### src/rtl/branch_ctrl_pkg.sv
// Shared opcode, condition-code, flag-index and state definitions for the
// execute-stage ALU and the branch controller.
package branch_ctrl_pkg;

  localparam logic [3:0] F_ADD = 4'b0000;
  localparam logic [3:0] F_SUB = 4'b0001;
  localparam logic [3:0] F_AND = 4'b0010;
  localparam logic [3:0] F_OR  = 4'b0011;
  localparam logic [3:0] F_XOR = 4'b0100;
  localparam logic [3:0] F_CMP = 4'b0101;
  localparam logic [3:0] F_MOV = 4'b1000;
  localparam logic [3:0] F_HLT = 4'b1111;

  localparam logic [4:0] OP_B   = 5'b10100;
  localparam logic [4:0] OP_BCC = 5'b10111;

  localparam logic [2:0] C_BE  = 3'b000;
  localparam logic [2:0] C_BLT = 3'b001;
  localparam logic [2:0] C_BLE = 3'b010;
  localparam logic [2:0] C_BNE = 3'b011;

  localparam int unsigned FLAG_S = 3;
  localparam int unsigned FLAG_Z = 2;
  localparam int unsigned FLAG_C = 1;
  localparam int unsigned FLAG_V = 0;

  typedef enum logic [1:0] {
    StRun   = 2'd0,
    StFlush = 2'd1,
    StHalt  = 2'd2
  } state_e;

  function automatic logic is_alu(input logic [15:0] instr);
    return (instr[15:14] == 2'b11) &&
           (instr[7:4] inside {F_ADD, F_SUB, F_AND, F_OR, F_XOR, F_CMP, F_MOV});
  endfunction

  function automatic logic is_hlt(input logic [15:0] instr);
    return (instr[15:14] == 2'b11) && (instr[7:4] == F_HLT);
  endfunction

endpackage

### src/rtl/branch_ctrl_cond_eval.sv
// Combinational branch decode: flags the B/Bcc class and decides whether the
// branch is taken against the registered flags.
module branch_ctrl_cond_eval
  import branch_ctrl_pkg::*;
(
  input  logic [3:0]  flags,
  input  logic [15:0] instr,
  output logic        is_branch,
  output logic        take
);

  logic s_xor_v;
  logic unused_bits;

  assign s_xor_v     = flags[FLAG_S] ^ flags[FLAG_V];
  assign unused_bits = ^{instr[7:0], flags[FLAG_C]};

  always_comb begin
    is_branch = 1'b0;
    take      = 1'b0;
    if (instr[15:11] == OP_B) begin
      is_branch = 1'b1;
      take      = 1'b1;
    end else if (instr[15:11] == OP_BCC) begin
      is_branch = 1'b1;
      // Reserved condition codes decode as a branch that is never taken.
      case (instr[10:8])
        C_BE:    take = flags[FLAG_Z];
        C_BLT:   take = s_xor_v;
        C_BLE:   take = flags[FLAG_Z] | s_xor_v;
        C_BNE:   take = ~flags[FLAG_Z];
        default: take = 1'b0;
      endcase
    end
  end

endmodule

### src/rtl/branch_ctrl.sv
// Branch/PC controller: latches ALU flags, resolves branches and owns the fetch PC.
// Define BRANCH_STATS_EN to build the saturating taken/total branch counters.
module branch_ctrl
  import branch_ctrl_pkg::*;
#(
  parameter int unsigned     PC_W         = 12,
  parameter logic [PC_W-1:0] RESET_PC     = '0,
  parameter int unsigned     FLUSH_CYCLES = 1
) (
  input  logic            clk,
  input  logic            rst_n,
  input  logic            ex_valid,
  input  logic [15:0]     ex_instr,
  input  logic [3:0]      alu_code,
  input  logic [15:0]     alu_x,
  input  logic            stall,
  input  logic            restart,
  output logic [PC_W-1:0] pc,
  output logic [3:0]      flags,
  output logic            flush,
  output logic            taken,
  output logic            halted,
  output logic [15:0]     br_taken_cnt,
  output logic [15:0]     br_total_cnt
);

  localparam logic [1:0] FlushInit = 2'(FLUSH_CYCLES - 1);

  state_e          state_q, state_d;
  logic [PC_W-1:0] pc_q, pc_d;
  logic [3:0]      flags_q, flags_d;
  logic [1:0]      cnt_q, cnt_d;
  logic            taken_q, taken_d;
  logic            is_branch, take;
  logic            accept, br_taken, hlt_acc;
  logic            unused_alu_x;

  assign unused_alu_x = ^alu_x[15:PC_W];

  branch_ctrl_cond_eval u_cond_eval (
    .flags     (flags_q),
    .instr     (ex_instr),
    .is_branch (is_branch),
    .take      (take)
  );

  // Only RUN acts on the execute instruction; FLUSH squashes it and HALT ignores it.
  assign accept   = (state_q == StRun) && !stall && ex_valid;
  assign br_taken = accept && is_branch && take;
  assign hlt_acc  = accept && is_hlt(ex_instr);

  always_ff @(posedge clk or negedge rst_n) begin
    if (!rst_n) begin
      state_q <= StRun;
      pc_q    <= RESET_PC;
      flags_q <= 4'b0000;
      cnt_q   <= 2'd0;
      taken_q <= 1'b0;
    end else begin
      state_q <= state_d;
      pc_q    <= pc_d;
      flags_q <= flags_d;
      cnt_q   <= cnt_d;
      taken_q <= taken_d;
    end
  end

  always_comb begin
    state_d = state_q;
    cnt_d   = cnt_q;
    pc_d    = pc_q;
    flags_d = flags_q;
    taken_d = 1'b0;
    unique case (state_q)
      StRun: begin
        if (!stall) begin
          if (br_taken) begin
            state_d = StFlush;
            cnt_d   = FlushInit;
            pc_d    = alu_x[PC_W-1:0];
            taken_d = 1'b1;
          end else if (hlt_acc) begin
            state_d = StHalt;
          end else begin
            pc_d = pc_q + 1'b1;
          end
          if (accept && is_alu(ex_instr)) flags_d = alu_code;
        end
      end
      StFlush: begin
        if (!stall) begin
          pc_d = pc_q + 1'b1;
          if (cnt_q == 2'd0) state_d = StRun;
          else               cnt_d   = cnt_q - 2'd1;
        end
      end
      StHalt: begin
        // restart has priority over stall here
        if (restart) begin
          state_d = StRun;
          pc_d    = RESET_PC;
        end
      end
      default: state_d = StRun;
    endcase
  end

  always_comb begin
    pc     = pc_q;
    flags  = flags_q;
    taken  = taken_q;
    flush  = (state_q == StFlush);
    halted = (state_q == StHalt);
  end

`ifdef BRANCH_STATS_EN
  logic [15:0] taken_cnt_q, total_cnt_q;

  always_ff @(posedge clk or negedge rst_n) begin
    if (!rst_n) begin
      taken_cnt_q <= 16'h0000;
      total_cnt_q <= 16'h0000;
    end else if (accept && is_branch) begin
      if (total_cnt_q != 16'hFFFF)             total_cnt_q <= total_cnt_q + 16'h0001;
      if (take && (taken_cnt_q != 16'hFFFF))   taken_cnt_q <= taken_cnt_q + 16'h0001;
    end
  end

  assign br_taken_cnt = taken_cnt_q;
  assign br_total_cnt = total_cnt_q;
`else
  assign br_taken_cnt = 16'h0000;
  assign br_total_cnt = 16'h0000;
`endif

endmodule

### config.mk
export PLATFORM = sky130hd
export DESIGN_NAME = branch_ctrl
export DESIGN_NICKNAME = d
export VERILOG_FILES = /design/src/rtl/branch_ctrl_pkg.sv /design/src/rtl/branch_ctrl_cond_eval.sv /design/src/rtl/branch_ctrl.sv
export SDC_FILE = /design/constraint.sdc
export NUM_CORES = 1
export LEC_CHECK = 0
export ABC_AREA = 1
export CAP_MARGIN = 40
export CORE_MARGIN = 5
export CORE_UTILIZATION = 40
export DETAILED_ROUTE_END_ITERATION = 10
export PLACE_DENSITY = 0.8
export SLEW_MARGIN = 10
export SYNTH_ARGS = -nofsm -noshare
export SYNTH_HDL_FRONTEND = slang
export SYNTH_SLANG_ARGS = --single-unit
export TNS_END_PERCENT = 1
### constraint.sdc
create_clock -name clk -period 3.2 [get_ports clk]
set_clock_uncertainty 0.1 [all_clocks]
set_input_delay 0.64 -clock clk [delete_from_list [all_inputs] [get_ports clk]]
set_output_delay 0.64 -clock clk [all_outputs]
set_load 0.02 [all_outputs]
; Yosys cells after proc, flatten, opt, wreduce, memory -nomap -nowiden
; Cells that the tools add are included.
; Widths: inputs -> output; s select.
[word_totals]
elab_cells = 80
regBits = 21
output_inout_bits = 51
[classes]
mux = 26
n_addsub = 2
bitwise = 4
n_eq_ne = 23
reduce_logical = 20
[ops]
columns = cell, n
row1 = $mux 12, 5
row2 = $pmux 12 s3, 1
row3 = $mux 2, 10
row4 = $reduce_and 5->1, 3
row5 = $add 12x1->12 const B, 1
row6 = $eq 5x5->1 const B, 2
row7 = $ne 2x2->1 const B, 5
row8 = $eq 4x2->1 const B, 2
row9 = $eq 4x3->1 const B, 2
row10 = $eq 4x4->1 const B, 2
row11 = $logic_and 1x1->1, 8
row12 = $mux 1, 7
row13 = $reduce_bool 7->1, 1
row14 = $eq 3x2->1 const B, 2
row15 = $ne 3x3->1 const B, 2
row16 = $pmux 2 s3, 1
row17 = $eq 2x2->1 const B, 2
row18 = $eq 4x1->1 const B, 1
row19 = $logic_not 2->1, 2
row20 = $logic_not 4->1, 1
row21 = $pmux 1 s4, 1
row22 = $pmux 2 s2, 1
row23 = $eq 3x1->1 const B, 1
row24 = $logic_not 3->1, 1
row25 = 10 further kinds, 11

; Depth between registers and ports, before layout
; Gate-level depths: netlist of run 1.
[logic_depth]
word_depth = 9
ltp_mapped = 13
depth_no_buf = 12

; Modules after synthesis
; Synthesis of run 1 repeated with hierarchy kept, for this count alone.
[unflattened]
cells_unflattened = 250
hier_area_um2 = 1809.2
[by_module_without_submodules]
columns = module, area_per_inst_um2, seq_area_each_um2, n_inst, cells_each
row1 = branch_ctrl, 1715.4, 525.5, 1, 227
row2 = branch_ctrl_cond_eval, 93.8, 0.0, 1, 23

; Least setup slack after synthesis of run 1
; OpenSTA, ideal clock, no wires.
[synth_timing]
kind = register to register
from = reg state_q[0]
to = reg pc_q[10], in the netlist pc[10]
required_ns = 2.975
setup_time_ns = 0.125
arrival_ns = 1.467
synth_period_minus_slack_ns = 1.692
path_buffers = 1
slack_ns = 1.508
path_stages_with_launch = 11
cell_sequence = dfrtp_1 > inv_1 > ha_1 > inv_1 > o21ai_0 > nor2_1 > nand2_2 > inv_2 > buf_6 > nor2_1 > a21oi_1
[synth_via]
elab_cells_between_ends = 17
cone_classes = 6 x eq/ne / 3 x mux / 8 x reduce/logical
[synth_lines]
columns = element, line_no
row1 = start: declaration, branch_ctrl.sv:29  ; state_e state_q, state_d;
row2 = start signal: assignment, branch_ctrl.sv:54  ; state_q <= StRun;
row3 = start signal: assignment, branch_ctrl.sv:60  ; state_q <= state_d;
row4 = $eq 2x2->1 *, --
row5 = named net halted, branch_ctrl.sv:22  ; output logic halted,
row6 = $ne 2x2->1 (no source line) or $reduce_bool 3->1 (tied branches), --
row7 = $reduce_and 5->1 (no source line), --
row8 = end signal: assignment, branch_ctrl.sv:61  ; pc_q <= pc_d;
row9 = end: declaration, branch_ctrl.sv:30  ; logic [PC_W-1:0] pc_q, pc_d;
; The timed path passes the listed nets; every way through them passes the cells marked *. The select of a mux whose other input is x is not followed.
; A chain may end at the register's enable or synchronous reset.

; Worst setup path in the final report of run 1
[layout_timing]
from = reg state_q[1]
to = out flush
[layout_via]
elab_chain_len = 1
[layout_rtl]
columns = element, line_no
row1 = $eq 2x1->1, branch_ctrl.sv:112  ; flush = (state_q == StFlush);
row2 = end: declaration, branch_ctrl.sv:20  ; output logic flush,
; No other way between the ends.

==> qor.yml, run 1 <==
run_status:
  status: "finished, final reports clean"
clocking:
  holdBufCountCts: 0
  root_buffer: "clkbuf_8"
  numClockSinks: 21
  postCtsSetupBuffers: 0
  cts.clk_slew.worst_paths_ns: 0.07
  clkLatencyLatePin_ns: 0.26
  cts_buffer_depth: 2
  ctsResizeCount: 0
  numCtsBuffers: 3
  cts_max_level: 1
  cts_tree: "done"
yosys:
  synth_seq_cells: 21
  synth_area_leaders: "dfrtp_1 28%, nand2_1 14%, buf_4 13%"
  synth.most_common_cell: "nand2_1"
  synthArstFlopShare_pct: 100
  synth_top_area_cell: "dfrtp_1"
  ys_types: 29
  avgSynthCellArea_sq_um: 6.87
  synth_edf_count: 0
  seq_area_frac_synth_pct: 28.5
  synth_ff_type: "dfrtp_1"
  netlist.area_leader.share_pct: 28.5
  yosysWarnings: 0
  synth_area_sq_mm: 0.00185
  syn_inst: 269
  synth_top_cells_by_count: "70 x nand2_1, 34 x inv_1, 32 x buf_4"
global_route:
  grtUsageTotal_pct: 14.7
  overflow: 0
  grt_first_pass_wirelength_mm: 7.46
  antenna_found_initial: 0
  grt_max_degree: 22
  grt_pass1_vias: 1680
setup_path:
  crit_chain: "inv_1 -> ha_1 -> clkdlybuf4s50_1"
  worstSetupStartpointType: "flip-flop"
  crit_type: "reg -> out"
  worstPathRequired_ns: 2.46
  r2r-end: "pc[7]"
  path_depth: 3
  cp-end-kind: "output pin"
  reg2reg_setup_slack_ns: 1.00
  reg2reg_depth: 10
  crit_path_end: "flush"
  critical-path-top-delay-family: "buffers and inverters"
  reg2reg_from: "state_q[0]"
  crit_start: "state_q[1]"
  cp.arrival_ns: 1.70
  critPathMaxStageDelay_ns: 0.65
  crit_fanout: 7
  path_buf_inv: 2
  critPathSlowestCell: "clkdlybuf4s50_1"
flow_run:
  drv_cap: 0
die:
  dieArea_sq_mm: 0.00608
  core-area_sq_mm: 0.00441
  die_w_microns: 77.9
  die_h_microns: 77.9
  fp-row-count: 24
  initial_core_util_pct: 41.8
  ios: 92
power:
  p_leak_nw: 1.16
  max-vdd-ir-drop_uv: 256
  p_per_area_mw_per_mm2: 719
  total_power_w: 0.00167
place:
  io_buffers: 51
  routabilityCongestion: 0.818
  dp_hpwl_mm: 3.57
sta:
  slew_viol_final: 0
  hold_viol_final: 0
  setup_violations: 0
  fin_tns_setup_ns: 0
  fin_crit_ns: 2.44
  max_freq_ghz: 0.411
  rsz0062_at_grt: "false"
  fin_crit_sh_pct: 76.1
worst_hold_path:
  hold_path.class: "reg -> reg"
  holdPathStages: 2
cells_and_area:
  antenna_cells: 0
  area.growth.synth_to_final_pct: 26.2
  fill_cells: 424
  drive_gt1_share_pct: 6.23
  fin_util_pct: 52.8
  fin_nets: 368
route:
  via_count: 1735
  dr.first_iter.drc_count: 100
  wire_per_inst_microns: 11.8
  viasPerCell: 4.65
  antenna_left: 0
  wl_mm: 4.42
  first_pass_iters: 4
  drcViolationCount: 0
[how the worst min path moves through the flow]
stage | slack, ns | end | from
after CTS | 0.41 | cnt_q[0] | cnt_q[0]
after global placement | 0.37 | cnt_q[0] | cnt_q[0]
after floorplan | 0.24 | cnt_q[0] | rst_n
after detailed placement | 0.39 | cnt_q[0] | cnt_q[0]
final | 0.40 | cnt_q[0] | cnt_q[0]
after global routing | 0.45 | cnt_q[0] | cnt_q[0]
[tightest hold or removal path: cells and delay by family, from the launching register on]
kind | cells | cell delay [ns]
compound gates | 1 | 0.07
flops | 1 | 0.34
simple gates | 1 | 0.05
[cell type report]
cell class                 instances  area, sq um  area share [%]
clock buffer                       4         45.0            1.93
inverter                          35          131            5.64
multi-input combinational        207         1030            44.2
sequential                        21          526            22.6
tap                               52         65.1            2.79
timing repair buffer              54          533            22.9
[registers in the layout, indices dropped and copies added (netlist names)]
| name | cells |
|---|---|
| cnt_q | 2 |
| flags | 4 |
| pc | 12 |
| state_q | 2 |
| taken | 1 |
[through the flow]
stage	cell area [sq um]	hold slack (ns)	cells	setup WS [ns]
final	2330	0.399	373	0.764
after global routing	2330	0.445	373	0.678
after CTS	2330	0.406	373	0.760
after detailed placement	2280	0.389	369	0.635
after global placement	2280	0.373	369	0.635
after floorplan	1960	0.244	300	1.51
[report_power, final]
part | switching, W | internal (W) | leakage [nW]
logic | 0.000593 | 0.000427 | 0.875
registers | 0.000115 | 0.000369 | 0.261
clock network | 0.0000822 | 0.0000886 | 0.0228
[layer usage]
layer  track usage, %  part of all wire, %  wire length, microns  vias up
li1                 -                    -                     -      888
met1             17.1                   39                  1720      780
met2             26.2                   51                  2240       65
met3             4.98                  9.8                   433        2
met4             3.04                 0.59                    26        0
met5                0                    0                     0        -
[placed cells by master, fill, tap and decap left out]
master and count:
clkbuf_1 1, dfrtp_1 21, buf_4 3, nor2_1 21, clkdlybuf4s50_1 51, xor2_1 5, inv_1 34, a22oi_1 1
o22ai_1 1, o21ai_0 8, xnor2_1 2, a31oi_1 1, nand3_1 17, mux2_2 3, nand2_2 2, ha_1 5
nand2_1 70, nor3_2 3, nor3_1 3, clkbuf_8 3, nand3b_1 9, nand4_1 3, o21ai_1 4, conb_1 32
or2_2 3, a21oi_1 11, nor3b_1 1, inv_2 1, nand3_2 2
[kinds of logic (layout without fill, tap and decap cells)]
logic type	after synthesis	after routing	synth area share, %
other	1	32	0.203
multiplexers	3	3	1.83
flip-flops	21	21	28.5
AO/OA/AOI/OAI	26	26	7.32
AND/OR/NAND/NOR	134	134	33.4
XOR/XNOR	7	7	3.32
buffers and inverters	72	93	22.1
adder cells (fa/ha/maj)	5	5	3.39
(Power assumes the default switching activity.)
==> inputs of run 2 (changes only) <==
- clock period: 3.2 -> 2.56 ns (I/O delays scaled with it)
==> run 2 against run 1 <==
Compared with the run above: via count is 0.69% higher; sequential share of layout area stayed put; core utilization stayed put; register-to-register slack worse by 0.48 ns; die area stayed put; design area stayed put; first-iteration DRC count is 30% lower; non-clock buffer count stayed put; sequential cell count stayed put; largest cell class unchanged; largest power group unchanged; highest routed layer unchanged.
==> qor.yml, run 2 (synthesis gave the netlist of run 1 again) <==
run_status:
  status: "finished, final reports clean"
setup_path:
  cp.arrival_ns: 1.67
  crit_start: "state_q[1]"
  cp-end-kind: "output pin"
  reg2reg_depth: 9
  worstSetupStartpointType: "flip-flop"
  r2r-end: "state_q[0]"
  crit_type: "reg -> out"
  crit_fanout: 7
  crit_path_end: "flush"
  reg2reg_from: "state_q[0]"
  reg2reg_setup_slack_ns: 0.52
  worstPathRequired_ns: 1.95
global_route:
  grt_first_pass_wirelength_mm: 7.30
  grtUsageTotal_pct: 14.4
  overflow: 0
  grt_pass1_vias: 1685
  antenna_found_initial: 0
  grt_max_degree: 22
worst_hold_path:
  hold_path.class: "reg -> reg"
power:
  p_comb_share_pct: 60.7
  power_switching_share_pct: 47.3
  p_seq_share_pct: 28.7
  p_int_w: 0.00110
  switching_power_w: 0.000993
  total_power_w: 0.00210
  p_per_area_mw_per_mm2: 900
  power.share.clock_pct: 10.6
  max-vdd-ir-drop_uv: 302
  p_leak_nw: 1.16
route:
  wire_per_inst_microns: 11.6
  via_count: 1747
  wl_mm: 4.32
  dr.first_iter.drc_count: 70
  antenna_left: 0
  viasPerCell: 4.68
  first_pass_iters: 4
  drcViolationCount: 0
die:
  dieArea_sq_mm: 0.00608
  fp-row-count: 24
  die_w_microns: 77.9
  core-area_sq_mm: 0.00441
  initial_core_util_pct: 41.8
  ios: 92
  die_h_microns: 77.9
cells_and_area:
  finalNonFillerCells: 373
  drive_gt1_share_pct: 6.23
  layout_commonest_cell: "nand2_1"
  area.growth.synth_to_final_pct: 26.2
  fin_nets: 368
  largest_reg_flops: 12
  final_cell_mix: "70 x nand2_1, 51 x clkdlybuf4s50_1, 34 x inv_1"
  antenna_cells: 0
  fill_cells: 443
clocking:
  clkLatencyLatePin_ns: 0.26
  cts_buffer_depth: 2
  cts_tree: "done"
  cts.clk_slew.worst_paths_ns: 0.08
  cts_max_level: 1
  numCtsBuffers: 3
  root_buffer: "clkbuf_8"
  numClockSinks: 21
  holdBufCountCts: 0
  ctsResizeCount: 0
  postCtsSetupBuffers: 0
sta:
  rsz0062_at_grt: "false"
  fin_crit_ns: 2.28
  slew_viol_final: 0
  setup_violations: 0
  fin_ws_ns: 0.277
  hold-worst-slack_ns: 0.404
  fin_crit_sh_pct: 89.2
  fin_tns_setup_ns: 0
  max_freq_ghz: 0.438
  hold_viol_final: 0
place:
  dp_hpwl_mm: 3.48
  routabilityCongestion: 0.844
  place_ws_ns: 0.230
  io_buffers: 51
  placed_cells: 369
flow_run:
  drv_cap: 0
==> run 2: cell type report <==
cell class / count / area [sq um] / area share [%]
sequential: 21 / 526 / 22.6
tap: 52 / 65.1 / 2.79
timing repair buffer: 54 / 533 / 22.9
clock buffer: 4 / 45.0 / 1.93
multi-input combinational: 207 / 1030 / 44.2
inverter: 35 / 131 / 5.64
==> run 2: stage by stage <==
step / instance area, sq um / util, %
2_1_floorplan: 1960 / -
3_5_place_dp: 2280 / 51.8
6_report: 2330 / 52.8
5_1_grt: 2330 / 52.8
4_1_cts: 2330 / 52.8
3_3_place_gp: 2280 / 51.8
==> run 2: per-layer routing <==
| layer | vias to the layer above | part of all wire [%] | global-route usage, % |
|---|---|---|---|
| met4 | 0 | 0.83 | 5.91 |
| met2 | 62 | 50 | 25.3 |
| met5 | - | 0 | 0 |
| li1 | 886 | - | - |
| met1 | 797 | 41 | 17.3 |
| met3 | 2 | 7.9 | 2.55 |
==> run 2: worst max-delay path, cell delays in order (launching register included) <==
cell and delay (ns):
dfrtp_1 0.40, inv_1 0.08, ha_1 0.28, clkdlybuf4s50_1 0.65
==> run 2: worst min-delay path by stage <==
stage,start,end,slack (ns),cells after the start
after floorplan,rst_n,cnt_q[0],0.12,0
after global placement,cnt_q[0],cnt_q[0],0.37,2
after detailed placement,cnt_q[0],cnt_q[0],0.39,2
after CTS,cnt_q[0],cnt_q[0],0.41,2
after global routing,flags[1],flags[1],0.44,1
final,cnt_q[1],cnt_q[1],0.40,2
==> run 2: power groups by stage <==
stage | Sequential (W) | Clock (W) | Combinational, W
detailed placement | 0.000610 | 0 | 0.00127
global placement | 0.000604 | 0 | 0.00125
floorplan | 0.000723 | 0 | 0.000758
finish | 0.000603 | 0.000221 | 0.00127
CTS | 0.000603 | 0.000230 | 0.00128
global route | 0.000625 | 0.000241 | 0.00142
